`config.mk`:
```
export PLATFORM = sky130hd
export DESIGN_NAME = sram_peek_fetcher
export DESIGN_NICKNAME = d
export VERILOG_FILES = /design/src/rtl/sram_peek_fetcher.sv
export SDC_FILE = /design/constraint.sdc
export NUM_CORES = 1
export LEC_CHECK = 0
export ABC_AREA = 1
export BUFFER_PORTS_ARGS = -buffer_cell sky130_fd_sc_hd__buf_4
export CAP_MARGIN = 20
export CORE_ASPECT_RATIO = 1.25
export CORE_MARGIN = 2
export CORE_UTILIZATION = 47
export DETAILED_ROUTE_END_ITERATION = 10
export HOLD_SLACK_MARGIN = 0.12
export PLACE_DENSITY = 0.8
export RECOVER_POWER = 25
export SYNTH_ARGS = -nofsm -noshare
export SYNTH_HDL_FRONTEND = slang
export SYNTH_SLANG_ARGS = --single-unit
export TNS_END_PERCENT = 10
```
`constraint.sdc`:
```
create_clock -name i_clk -period 1.3 [get_ports i_clk]
set_input_delay 0.13 -clock i_clk [delete_from_list [all_inputs] [get_ports i_clk]]
set_output_delay 0.13 -clock i_clk [all_outputs]
set_load 0.01 [all_outputs]
```
`src/rtl/sram_peek_fetcher.sv`:
```
// sram_peek_fetcher: requester side of the SRAM peek path. Takes a batch of
// PEEK_WIDTH byte addresses, issues SRAM word reads, steers the comparator
// with the matching peek vectors and gathers the returned bytes per lane.
// Optional macro FETCH_COALESCE_EN: one read serves every pending lane that
// lives in the same SRAM word (default build: one read per masked lane).
module sram_peek_fetcher #(
  parameter int SRAM_WIDTH = 64,
  parameter int ADDR_WIDTH = 8,
  parameter int DATA_WIDTH = 8,
  parameter int PEEK_WIDTH = 4
) (
  input  logic                                   i_clk,
  input  logic                                   i_nrst,
  input  logic                                   i_req_valid,
  output logic                                   o_req_ready,
  input  logic [PEEK_WIDTH-1:0][ADDR_WIDTH-1:0]  i_req_addr,
  input  logic [PEEK_WIDTH-1:0]                  i_req_mask,
  output logic                                   o_sram_en,
  output logic [ADDR_WIDTH-1:0]                  o_sram_addr,
  output logic                                   o_cmp_en,
  output logic [ADDR_WIDTH-1:0]                  o_cmp_addr,
  output logic [PEEK_WIDTH-1:0][ADDR_WIDTH-1:0]  o_peek_addr,
  output logic [PEEK_WIDTH-1:0]                  o_peek_valid,
  input  logic [PEEK_WIDTH-1:0]                  i_addr_hit,
  input  logic [PEEK_WIDTH-1:0][DATA_WIDTH-1:0]  i_data_hit,
  output logic                                   o_resp_valid,
  input  logic                                   i_resp_ready,
  output logic [PEEK_WIDTH-1:0][DATA_WIDTH-1:0]  o_resp_data,
  output logic                                   o_busy
);

  localparam int BPW = SRAM_WIDTH / DATA_WIDTH;
  localparam int WSH = $clog2(BPW);
  localparam int LW  = (PEEK_WIDTH > 1) ? $clog2(PEEK_WIDTH) : 1;

  typedef enum logic [1:0] {
    IDLE  = 2'd0,
    ISSUE = 2'd1,
    DRAIN = 2'd2,
    RESP  = 2'd3
  } state_t;

  state_t                                state_r, state_s;
  logic [PEEK_WIDTH-1:0][ADDR_WIDTH-1:0] addr_r;
  logic [PEEK_WIDTH-1:0]                 pending_r, pending_s;
  logic [PEEK_WIDTH-1:0]                 issued_r, issued_s;
  logic [PEEK_WIDTH-1:0]                 cover_s, unissued_s, hit_s;
  logic [PEEK_WIDTH-1:0][DATA_WIDTH-1:0] data_r, data_s;
  logic                                  sram_en_s;
  logic [ADDR_WIDTH-1:0]                 sram_addr_s;
  logic                                  cmp_en_r;
  logic [ADDR_WIDTH-1:0]                 cmp_addr_r;
  logic [PEEK_WIDTH-1:0]                 peek_valid_r;
  logic [LW-1:0]                         lead_s;
  logic                                  found_s;

  // SRAM word address holding byte address a, zero-extended to ADDR_WIDTH
  function automatic logic [ADDR_WIDTH-1:0] word_of(input logic [ADDR_WIDTH-1:0] a);
    return a >> WSH;
  endfunction

  assign unissued_s = pending_r & ~issued_r;
  // Only pending lanes accept comparator data; late hits on filled lanes are dropped
  assign hit_s      = i_addr_hit & pending_r & {PEEK_WIDTH{cmp_en_r}};

  // Pick the lowest pending lane that has not been read yet
  always_comb begin
    lead_s  = '0;
    found_s = 1'b0;
    for (int i = PEEK_WIDTH - 1; i >= 0; i--) begin
      if (unissued_s[i]) begin
        lead_s  = LW'(i);
        found_s = 1'b1;
      end else begin
        lead_s  = lead_s;
        found_s = found_s;
      end
    end
  end

  // Next-state, read issue and gather logic
  always_comb begin
    state_s     = state_r;
    pending_s   = pending_r;
    issued_s    = issued_r;
    data_s      = data_r;
    cover_s     = '0;
    sram_en_s   = 1'b0;
    sram_addr_s = '0;

    for (int i = 0; i < PEEK_WIDTH; i++) begin
      if (hit_s[i]) begin
        data_s[i]    = i_data_hit[i];
        pending_s[i] = 1'b0;
      end else begin
        data_s[i]    = data_s[i];
        pending_s[i] = pending_s[i];
      end
    end

    case (state_r)
      IDLE: begin
        if (i_req_valid) begin
          pending_s = i_req_mask;
          issued_s  = '0;
          data_s    = '0;
          state_s   = (i_req_mask == '0) ? RESP : ISSUE;
        end else begin
          state_s   = IDLE;
        end
      end
      ISSUE: begin
        if (found_s) begin
          sram_en_s   = 1'b1;
          sram_addr_s = word_of(addr_r[lead_s]);
`ifdef FETCH_COALESCE_EN
          for (int i = 0; i < PEEK_WIDTH; i++) begin
            if (unissued_s[i] && (word_of(addr_r[i]) == sram_addr_s)) begin
              cover_s[i] = 1'b1;
            end else begin
              cover_s[i] = 1'b0;
            end
          end
`else
          cover_s[lead_s] = 1'b1;
`endif
          issued_s = issued_r | cover_s;
          if ((unissued_s & ~cover_s) == '0) begin
            state_s = DRAIN;
          end else begin
            state_s = ISSUE;
          end
        end else begin
          state_s = DRAIN;
        end
      end
      DRAIN: begin
        // Exactly one read is in flight here; a lane still pending after it
        // returns was missed by the comparator and gets fetched again
        if (pending_s == '0) begin
          state_s  = RESP;
        end else begin
          issued_s = '0;
          state_s  = ISSUE;
        end
      end
      RESP: begin
        if (i_resp_ready) begin
          state_s = IDLE;
        end else begin
          state_s = RESP;
        end
      end
      default: begin
        state_s = IDLE;
      end
    endcase
  end

  // State, lane bookkeeping and the one-cycle comparator return pipeline
  always_ff @(posedge i_clk or negedge i_nrst) begin
    if (!i_nrst) begin
      state_r      <= IDLE;
      addr_r       <= '0;
      pending_r    <= '0;
      issued_r     <= '0;
      data_r       <= '0;
      cmp_en_r     <= 1'b0;
      cmp_addr_r   <= '0;
      peek_valid_r <= '0;
    end else begin
      state_r      <= state_s;
      pending_r    <= pending_s;
      issued_r     <= issued_s;
      data_r       <= data_s;
      cmp_en_r     <= sram_en_s;
      cmp_addr_r   <= sram_addr_s;
      peek_valid_r <= cover_s;
      if ((state_r == IDLE) && i_req_valid) begin
        addr_r <= i_req_addr;
      end else begin
        addr_r <= addr_r;
      end
    end
  end

  assign o_req_ready  = (state_r == IDLE);
  assign o_busy       = (state_r != IDLE);
  assign o_resp_valid = (state_r == RESP);
  assign o_resp_data  = data_r;
  assign o_sram_en    = sram_en_s;
  assign o_sram_addr  = sram_addr_s;
  assign o_cmp_en     = cmp_en_r;
  assign o_cmp_addr   = cmp_addr_r;
  assign o_peek_addr  = addr_r;
  assign o_peek_valid = peek_valid_r;

endmodule

```
==> results of run 1 <==
==> area by class of cell <==
cell class                 instances  area (µm²)  share of cell area [%]
clock inverter                     6        48.8                   0.791
timing repair buffer             265        2210                    35.8
multi-input combinational        294        1400                    22.7
tap                               92         115                    1.87
sequential                        84        2110                    34.1
clock buffer                      10         128                    2.07
inverter                          40         160                    2.60
==> worst max-delay path: cells and delay by family (launching register included) <==
family | cells | cell delay [ns]
buffers and inverters | 4 | 0.38
DFF | 1 | 0.44
and+or+nand+nor | 6 | 0.60
==> layer usage <==
layer	wire [µm]	global-route usage, %
met4	763	19.6
met2	6940	51.1
met1	4530	33.6
met5	0	0
met3	748	4.72
==> where the power goes <==
part	switching, mW	total, mW	internal (mW)
sequential	0.850	4.52	3.67
combinational	3.98	7.27	3.30
clock	0.972	1.68	0.710
==> synthesized netlist by cell type <==
cell type,count,area (µm²)
buf_4,8,60.1
or2_2,1,6.26
nand2_1,153,574
buf_2,8,40.0
nand4_1,4,25.0
inv_1,37,139
nand2_2,4,25.0
o21bai_1,1,7.51
inv_2,3,11.3
a21oi_1,17,85.1
o21ai_0,40,200
nor2_1,39,146
nor3_1,2,10.0
conb_1,1,3.75
nor2_2,2,12.5
nor4_1,1,6.26
nand3_1,18,90.1
clkbuf_1,2,7.51
a21boi_0,1,7.51
nor2_4,1,11.3
o21ai_1,4,20.0
dfrtp_1,84,2100
==> state kept, by name (all words and copies together) (netlist names) <==
name	count
issued_r	4
o_cmp_en	1
o_resp_data	32
o_cmp_addr	5
o_peek_valid	4
state_r	2
o_peek_addr	32
pending_r	4
==> worst min-delay path by stage <==
stage / startpoint / end / slack, ns / cells past startpoint
3_5_place_dp: i_nrst / o_cmp_addr[0] / 0.20 / 2
4_1_cts: i_addr_hit[2] / pending_r[2] / 0.13 / 4
2_1_floorplan: i_nrst / issued_r[0] / -0.17 / 0
5_1_grt: i_addr_hit[2] / pending_r[2] / 0.18 / 4
6_report: i_addr_hit[2] / pending_r[2] / 0.13 / 4
3_3_place_gp: i_nrst / o_peek_addr[15] / 0.19 / 2
==> cell families after synthesis <==
| family | synth area share [%] |
|---|---|
| DFF | 58.5 |
| AOI/OAI and AO/OA | 8.92 |
| and+or+nand+nor | 25.3 |
| other | 0.104 |
| buffers and inverters | 7.18 |
==> per-stage QoR <==
stage | total power [mW] | instances | setup TNS (ns) | cell area, µm²
after floorplan | 7.16 | 436 | 0 | 3610
after global placement | 10.0 | 693 | -0.656 | 5030
after detailed placement | 10.2 | 693 | -1.30 | 5030
after CTS | 12.4 | 783 | -3.01 | 5990
after global routing | 14.3 | 791 | -5.44 | 6170
final | 13.5 | 791 | -4.50 | 6170
==> placed cells by master (no fill, tap or decap), types with 5 or more instances in the layout <==
master,count
inv_2,10
a21oi_1,17
buf_4,186
o21ai_1,7
inv_1,28
nand2_2,9
nand2_1,137
dlygate4sd3_1,71
nand2_4,9
buf_6,5
clkbuf_8,9
nand3_1,18
nor2_1,38
o21ai_0,35
conb_1,6
dfrtp_1,81
==> repair_timing <==
item                                   4_1_cts  5_1_grt
pin swaps                                    4       10
buffers inserted                             3        8
hold buffers                                71        0
endpoints found under the hold margin      154        0
setup endpoints to repair                   32       82
resized for setup                           19       44
==> metrics.csv, run 1 <==
stage;metric;value;unit
sta;fin_ws;-0.598;ns
sta;rsz0062_at_grt;yes;
hold_path;hold_class;primary input to flip-flop;
place;io_buffers;158;
drt;vias_per_cell;5.13;
worst_setup_path;startpoint_type;flip-flop;
worst_setup_path;worstPathRequired;1.17;ns
outcome;violations;negative setup slack;
yosys;synth_warnings;0;
worst_setup_path;cp-endpoint;o_sram_addr[2];
sta;clock.fmax;527;MHz
place;detailed_place_hpwl;7.33;mm
layout;diodes;0;
clocking;cts_tree;done;
yosys;ys_ff_latch;84;
sta;worst_pin_slew;0.745;ns
place;gp_congestion;0.898;
worst_setup_path;crit_fanout;4;
clocking;cts_buffer_depth;2;
worst_setup_path;rr_worst_depth;8;
clocking;cts.reportedPaths.clkPinSlew;0.08;ns
die;die-area;8360;µm²
layout;area_delta_synth_final;71.8;%
layout;n_fill_cell;407;
sta;hold_viol;0;
clocking;htree_levels;3;
global_route;grt_max_degree;85;
global_route;antenna_found_initial;0;
sta;finalCritPeriodShare;146;%
yosys;avgSynthCellArea;8.33;µm²
layout;utilization;83.3;%
clocking;cts_buffers;9;
global_route;grt_pass1_vias;4045;
sta;fin_skew;0.0118;ns
drt;drt_pass1_iterations;5;
outcome;status;finished, violations left;
layout;final_nets;770;
sta;setup_viol;20;
global_route;grt_usage;29.8;%
power_and_ir_drop;irDropWorstVdd;0.00127;V
die;rows;35;
drt;postRouteAntennaNets;0;
drt;drcViolationCount;0;
place;dp_worst_setup_slack;-0.184;ns
die;core-area;7400;µm²
yosys;synth.distinct_cells;22;
drt;vias;4056;
job;cap_violations;0;
worst_setup_path;crit_type;flip-flop to output port;
die;io_pins;165;
worst_setup_path;critical_path.slowest_cell;dfrtp_1;
layout;layout-drive-gt1-share;36.1;%
global_route;grt_overflow;0;
clocking;clockRootBuffer;clkbuf_8;
worst_setup_path;endpoint_kind;output port;
die;die_x;82.2;µm
die;fp.dieH;102;µm
sta;relSlewSlack;50.3;%
power_and_ir_drop;p_leak;3.30;nW
yosys;syn-instance-count;431;
clocking;cts_sinks;84;
worst_setup_path;cp.arrival;1.77;ns
worst_setup_path;crit_start;pending_r[3];
drt;wl_per_cell;16.4;µm
worst_setup_path;crit_path_max_incr_delay;0.44;ns
power_and_ir_drop;power_density;2180;nW/µm²
yosys;seq_area_frac_synth;58.5;%
clocking;clk-insertion-delay-late;0.36;ns
sta;fin_crit;1.90;ns
sta;final-max-slew-violation-count;0;
worst_setup_path;crit_chain;inv_2 -> nor2_4 -> nand2_4 -> nand2_4 -> buf_4 -> nand4_1 -> nand3_1 -> nand2_1 -> inv_2 -> buf_6;
sta;whs;0.134;ns
drt;routed_wl;13.0;mm
drt;drtIter0Drc;352;
global_route;grt_pass1_wl;18.7;mm
yosys;syn_area;3590;µm²
worst_setup_path;r2r-start;pending_r[3];
worst_setup_path;r2r_slack;-0.16;ns
die;start_util;48.5;%
worst_setup_path;reg2reg_to;issued_r[3];
No activity file was read; power rests on OpenSTA's default activity.
==> run 2: changes to the inputs <==
Settings changed: ABC_AREA 1 to not set, HOLD_SLACK_MARGIN 0.12 to 0.02.
==> metrics.csv, run 2 <==
stage;metric;value;unit
layout;diodes;0;
die;io_pins;165;
sta;hold_viol;0;
sta;setup_tns;-19.59;ns
yosys;post-synth-top-count-cell;dfrtp_1;
drt;drt_pass1_iterations;4;
sta;relSlewSlack;55.1;%
place;dp_worst_setup_slack;-0.269;ns
yosys;synth_warnings;0;
yosys;synth_edf_count;0;
sta;worst_pin_slew;0.673;ns
sta;clock.fmax;517;MHz
place;detailed_place_hpwl;7.12;mm
die;start_util;47.9;%
hold_path;hold_depth;3;
outcome;status;finished, violations left;
clocking;cts_tree;done;
die;core-area;7700;µm²
global_route;grt_pass1_wl;17.4;mm
hold_path;hold_class;primary input to flip-flop;
worst_setup_path;cp.arrival;1.80;ns
global_route;grt_overflow;0;
yosys;synthTopCellsByArea;dfrtp_1 (57%), mux2_4 (11%), mux2i_1 (8.7%), nor2_1 (4.4%), nand2_1 (2.7%);
die;die-area;8590;µm²
layout;layout-drive-gt1-share;52.8;%
global_route;antenna_found_initial;0;
yosys;syn_area;3690;µm²
worst_setup_path;rr_worst_depth;5;
worst_setup_path;startpoint_type;flip-flop;
drt;postRouteAntennaNets;0;
yosys;synth-async-reset-ratio;100;%
clocking;cts_buffer_depth;2;
global_route;grt_max_degree;34;
yosys;synth_common_cells;dfrtp_1 (84), nor2_1 (43), mux2i_1 (32), nand2_1 (27), mux2_4 (26);
drt;vias;3418;
drt;drtIter0Drc;182;
global_route;grt_usage;25.9;%
layout;final_nets;633;
place;dp.cells;579;
worst_setup_path;crit_type;flip-flop to output port;
clocking;cts.reportedPaths.clkPinSlew;0.08;ns
yosys;seq_area_frac_synth;56.9;%
die;fp.dieH;103;µm
yosys;synth.distinct_cells;35;
die;rows;36;
yosys;syn-instance-count;300;
layout;utilization;83.0;%
layout;layout_common_cells;buf_4 (184), dfrtp_1 (84), dlygate4sd3_1 (48);
clocking;cts_buffers;9;
drt;wl_per_cell;19.4;µm
power_and_ir_drop;power_density;2290;nW/µm²
power_and_ir_drop;p_leak;3.39;nW
layout;layout_commonest_cell;buf_4;
sta;fin_skew;0.0115;ns
sta;rsz0062_at_grt;yes;
drt;drcViolationCount;0;
place;io_buffers;158;
yosys;synth_top_area_share;56.9;%
yosys;synth_area_leader_cell;dfrtp_1;
sta;setup_viol;89;
sta;finalCritPeriodShare;149;%
job;cap_violations;0;
yosys;synth_flop_cell;dfrtp_1;
clocking;clockRootBuffer;clkbuf_8;
global_route;grt_pass1_vias;3465;
worst_setup_path;endpoint_kind;output port;
clocking;cts_sinks;84;
outcome;violations;negative setup slack;
layout;n_fill_cell;396;
sta;fin_crit;1.93;ns
sta;fin_ws;-0.635;ns
worst_setup_path;worstPathRequired;1.17;ns
yosys;ys_ff_latch;84;
layout;fin_cells;656;
layout;seqCellArea;2100;µm²
clocking;clk-insertion-delay-late;0.36;ns
layout;multi_input_area;1680;µm²
yosys;avgSynthCellArea;12.3;µm²
sta;final-max-slew-violation-count;0;
place;gp_congestion;0.788;
worst_setup_path;crit_fanout;8;
drt;vias_per_cell;5.21;
layout;area_delta_synth_final;73.2;%
clocking;htree_levels;3;
die;die_x;83.3;µm
power_and_ir_drop;irDropWorstVdd;0.00141;V
drt;routed_wl;12.7;mm
-- run 2: cell count changes after synthesis, moves of 7 or more --
| cell | delta |
|---|---|
| o21ai_0 | -35 |
| mux2_4 | +26 |
| mux2i_1 | +32 |
| nand2_1 | -126 |
| nand3_1 | -9 |
| inv_1 | -33 |
| a21oi_1 | -16 |
| a31oi_1 | +7 |
-- run 2: routing by layer --
metal / track usage (%) / vias up / wire length, µm
met5: 0 / - / 0
met4: 10.7 / 0 / 474
met3: 7.37 / 33 / 814
met2: 45.5 / 157 / 6750
met1: 30.2 / 1694 / 4690
li1: - / 1534 / -
-- run 2: cell families after synthesis --
kind of cell	count (synthesis)	share of synthesized area [%]
simple gates	98	11.7
buf+inv	23	4.20
mux	64	21.1
other cells	1	0.102
fa+ha+maj	2	0.542
compound gates	28	5.49
flops	84	56.9
-- run 2: worst paths after layout --
path / from / end / slack (ns)
setup / recovery: issued_r[2] / o_sram_addr[3] / -0.63
hold reg to reg: o_peek_addr[8] / o_peek_addr[8] / 0.52
hold / removal: i_req_mask[0] / pending_r[0] / 0.02
setup reg to reg: state_r[0] / o_peek_addr[29] / -0.27
min in group asynchronous: i_nrst / o_resp_data[11] / 0.34
max in group asynchronous: i_nrst / o_peek_addr[24] / 0.14
-- run 2: area by class of cell --
| class | count | share of cell area, % |
|---|---|---|
| clock buffers | 9 | 1.94 |
| repair buffers | 259 | 35.3 |
| well taps | 95 | 1.86 |
| flip-flops and latches | 84 | 32.9 |
| inverters | 5 | 0.333 |
| multi-input cells | 198 | 26.3 |
| clock inverters | 6 | 1.41 |
-- run 2: through the flow --
stage	total power, mW	instance area [µm²]	hold WS (ns)
6_report	14.7	6400	0.0210
2_1_floorplan	7.56	3720	-0.166
3_5_place_dp	10.8	5280	0.0646
3_3_place_gp	10.6	5280	0.0652
4_1_cts	13.6	6170	0.0202
5_1_grt	15.3	6400	0.0207
-- run 2: worst max-delay path, cell delays in order, from the launching register on --
cell     delay, ns
dfrtp_1       0.44
nor2b_4       0.22
buf_6         0.17
nand2_1       0.06
a21o_1        0.22
a31oi_4       0.18
buf_4         0.17
-- run 2: timing repair --
action,CTS,global route
pin swaps,23,8
endpoints found under the setup margin,89,90
buffers inserted,3,10
hold buffers,47,1
resized for setup,42,34
endpoints found under the hold margin,81,1
cloned,2,0
-- run 2: where the power goes --
group	leakage, nW	internal (mW)	switching, mW
Clock	0.105	1.07	0.957
Combinational	2.20	4.42	3.59
Sequential	1.08	3.69	0.932
==> run 3: changes to the inputs <==
Settings changed: SKIP_CTS_REPAIR_TIMING set to 1.
==> metrics.csv, run 3 (synthesis gave the netlist of run 2 again) <==
stage;metric;value;unit
global_route;antenna_found_initial;0;
drt;drtIter0Drc;149;
worst_setup_path;cp.arrival;1.78;ns
power_and_ir_drop;irDropWorstVdd;0.00148;V
worst_setup_path;startpoint_type;flip-flop;
global_route;grt_pass1_wl;14.5;mm
global_route;grt_pass1_vias;2988;
sta;setup_viol;89;
place;detailed_place_hpwl;7.12;mm
worst_setup_path;crit_type;flip-flop to output port;
drt;wl_per_cell;16.7;µm
drt;vias;3248;
outcome;status;finished, violations left;
global_route;grt_usage;21.3;%
layout;utilization;79.4;%
sta;clock.fmax;523;MHz
worst_setup_path;crit_fanout;8;
hold_path;hold_class;primary input to flip-flop;
global_route;grt_max_degree;34;
layout;diodes;0;
drt;routed_wl;10.8;mm
layout;area_delta_synth_final;65.7;%
place;io_buffers;158;
power_and_ir_drop;p_leak;3.29;nW
sta;final-max-slew-violation-count;0;
die;rows;36;
worst_setup_path;worstPathRequired;1.17;ns
sta;finalCritPeriodShare;147;%
sta;fin_crit;1.91;ns
die;start_util;47.9;%
place;gp_congestion;0.788;
layout;layout-drive-gt1-share;51.5;%
sta;fin_skew;0.0120;ns
job;cap_violations;0;
clocking;cts_tree;done;
drt;postRouteAntennaNets;0;
die;core-area;7700;µm²
drt;drt_pass1_iterations;4;
layout;layout_common_cells;buf_4 (193), dfrtp_1 (83), nor2_1 (42);
die;fp.dieH;103;µm
sta;fin_ws;-0.612;ns
layout;n_fill_cell;448;
clocking;cts_sinks;84;
sta;hold_viol;0;
die;io_pins;165;
drt;drcViolationCount;0;
clocking;cts_buffer_depth;2;
sta;rsz0062_at_grt;yes;
sta;worst_pin_slew;0.683;ns
layout;layout_commonest_cell;buf_4;
outcome;violations;negative setup slack;
layout;final_nets;620;
drt;vias_per_cell;5.05;
die;die_x;83.3;µm
sta;whs;0.0219;ns
clocking;cts_buffers;9;
clocking;htree_levels;3;
clocking;clockRootBuffer;clkbuf_8;
sta;relSlewSlack;54.5;%
global_route;grt_overflow;0;
worst_setup_path;endpoint_kind;output port;
power_and_ir_drop;power_density;2240;nW/µm²
clocking;cts.reportedPaths.clkPinSlew;0.09;ns
die;die-area;8590;µm²
clocking;clk-insertion-delay-late;0.35;ns
run 3: final cells by class:
type                            instances  area [µm²]  area share [%]
Clock inverter                          6        90.1            1.47
Multi-Input combinational cell        198        1590            26.0
Tap cell                               95         119            1.94
Sequential cell                        84        2100            34.4
Clock buffer                            9         124            2.02
Timing Repair Buffer                  246        2070            33.8
Inverter                                5        21.3           0.348
run 3: per-layer routing:
| metal | vias to the layer above | track usage, % | routed length, µm |
|---|---|---|---|
| met1 | 1584 | 26.5 | 4210 |
| li1 | 1510 | - | - |
| met4 | 0 | 9.46 | 276 |
| met2 | 132 | 34.2 | 5580 |
| met3 | 22 | 7.29 | 702 |
| met5 | - | 0 | 0 |
run 3: per-stage QoR:
step | cells | instance area [µm²] | setup slack (ns) | TNS, ns | power (mW)
floorplan | 305 | 3720 | -0.293 | -18.06 | 7.56
global placement | 579 | 5280 | -0.239 | -9.78 | 10.6
detailed placement | 579 | 5280 | -0.269 | -11.48 | 10.8
CTS | 594 | 5490 | -0.684 | -15.60 | 12.8
global route | 643 | 6120 | -0.719 | -19.69 | 14.5
finish | 643 | 6120 | -0.612 | -14.36 | 13.7
run 3: power by group:
| part | internal (mW) | total [mW] | switching (mW) |
|---|---|---|---|
| registers | 3.69 | 4.51 | 0.824 |
| logic | 4.05 | 7.18 | 3.13 |
| clock network | 1.07 | 2.01 | 0.934 |
run 3: worst paths after layout:
check	depth (start not counted)	slack [ns]	endpoint	startpoint
max	7	-0.61	o_sram_addr[2]	pending_r[3]
min	3	0.02	o_resp_data[18]	i_data_hit[18]
max reg2reg	7	-0.26	issued_r[0]	pending_r[2]
min reg2reg	1	0.52	o_peek_addr[25]	o_peek_addr[25]
max in group asynchronous	3	0.12	pending_r[1]	i_nrst
min in group asynchronous	2	0.34	o_resp_data[11]	i_nrst
run 3: worst max-delay path, stage by stage (launching register included):
cell     delay (ns)
dfrtp_1        0.38
nor2b_1        0.13
buf_4          0.16
o31ai_4        0.18
buf_6          0.15
nand2_1        0.06
a31oi_2        0.23
buf_4          0.16
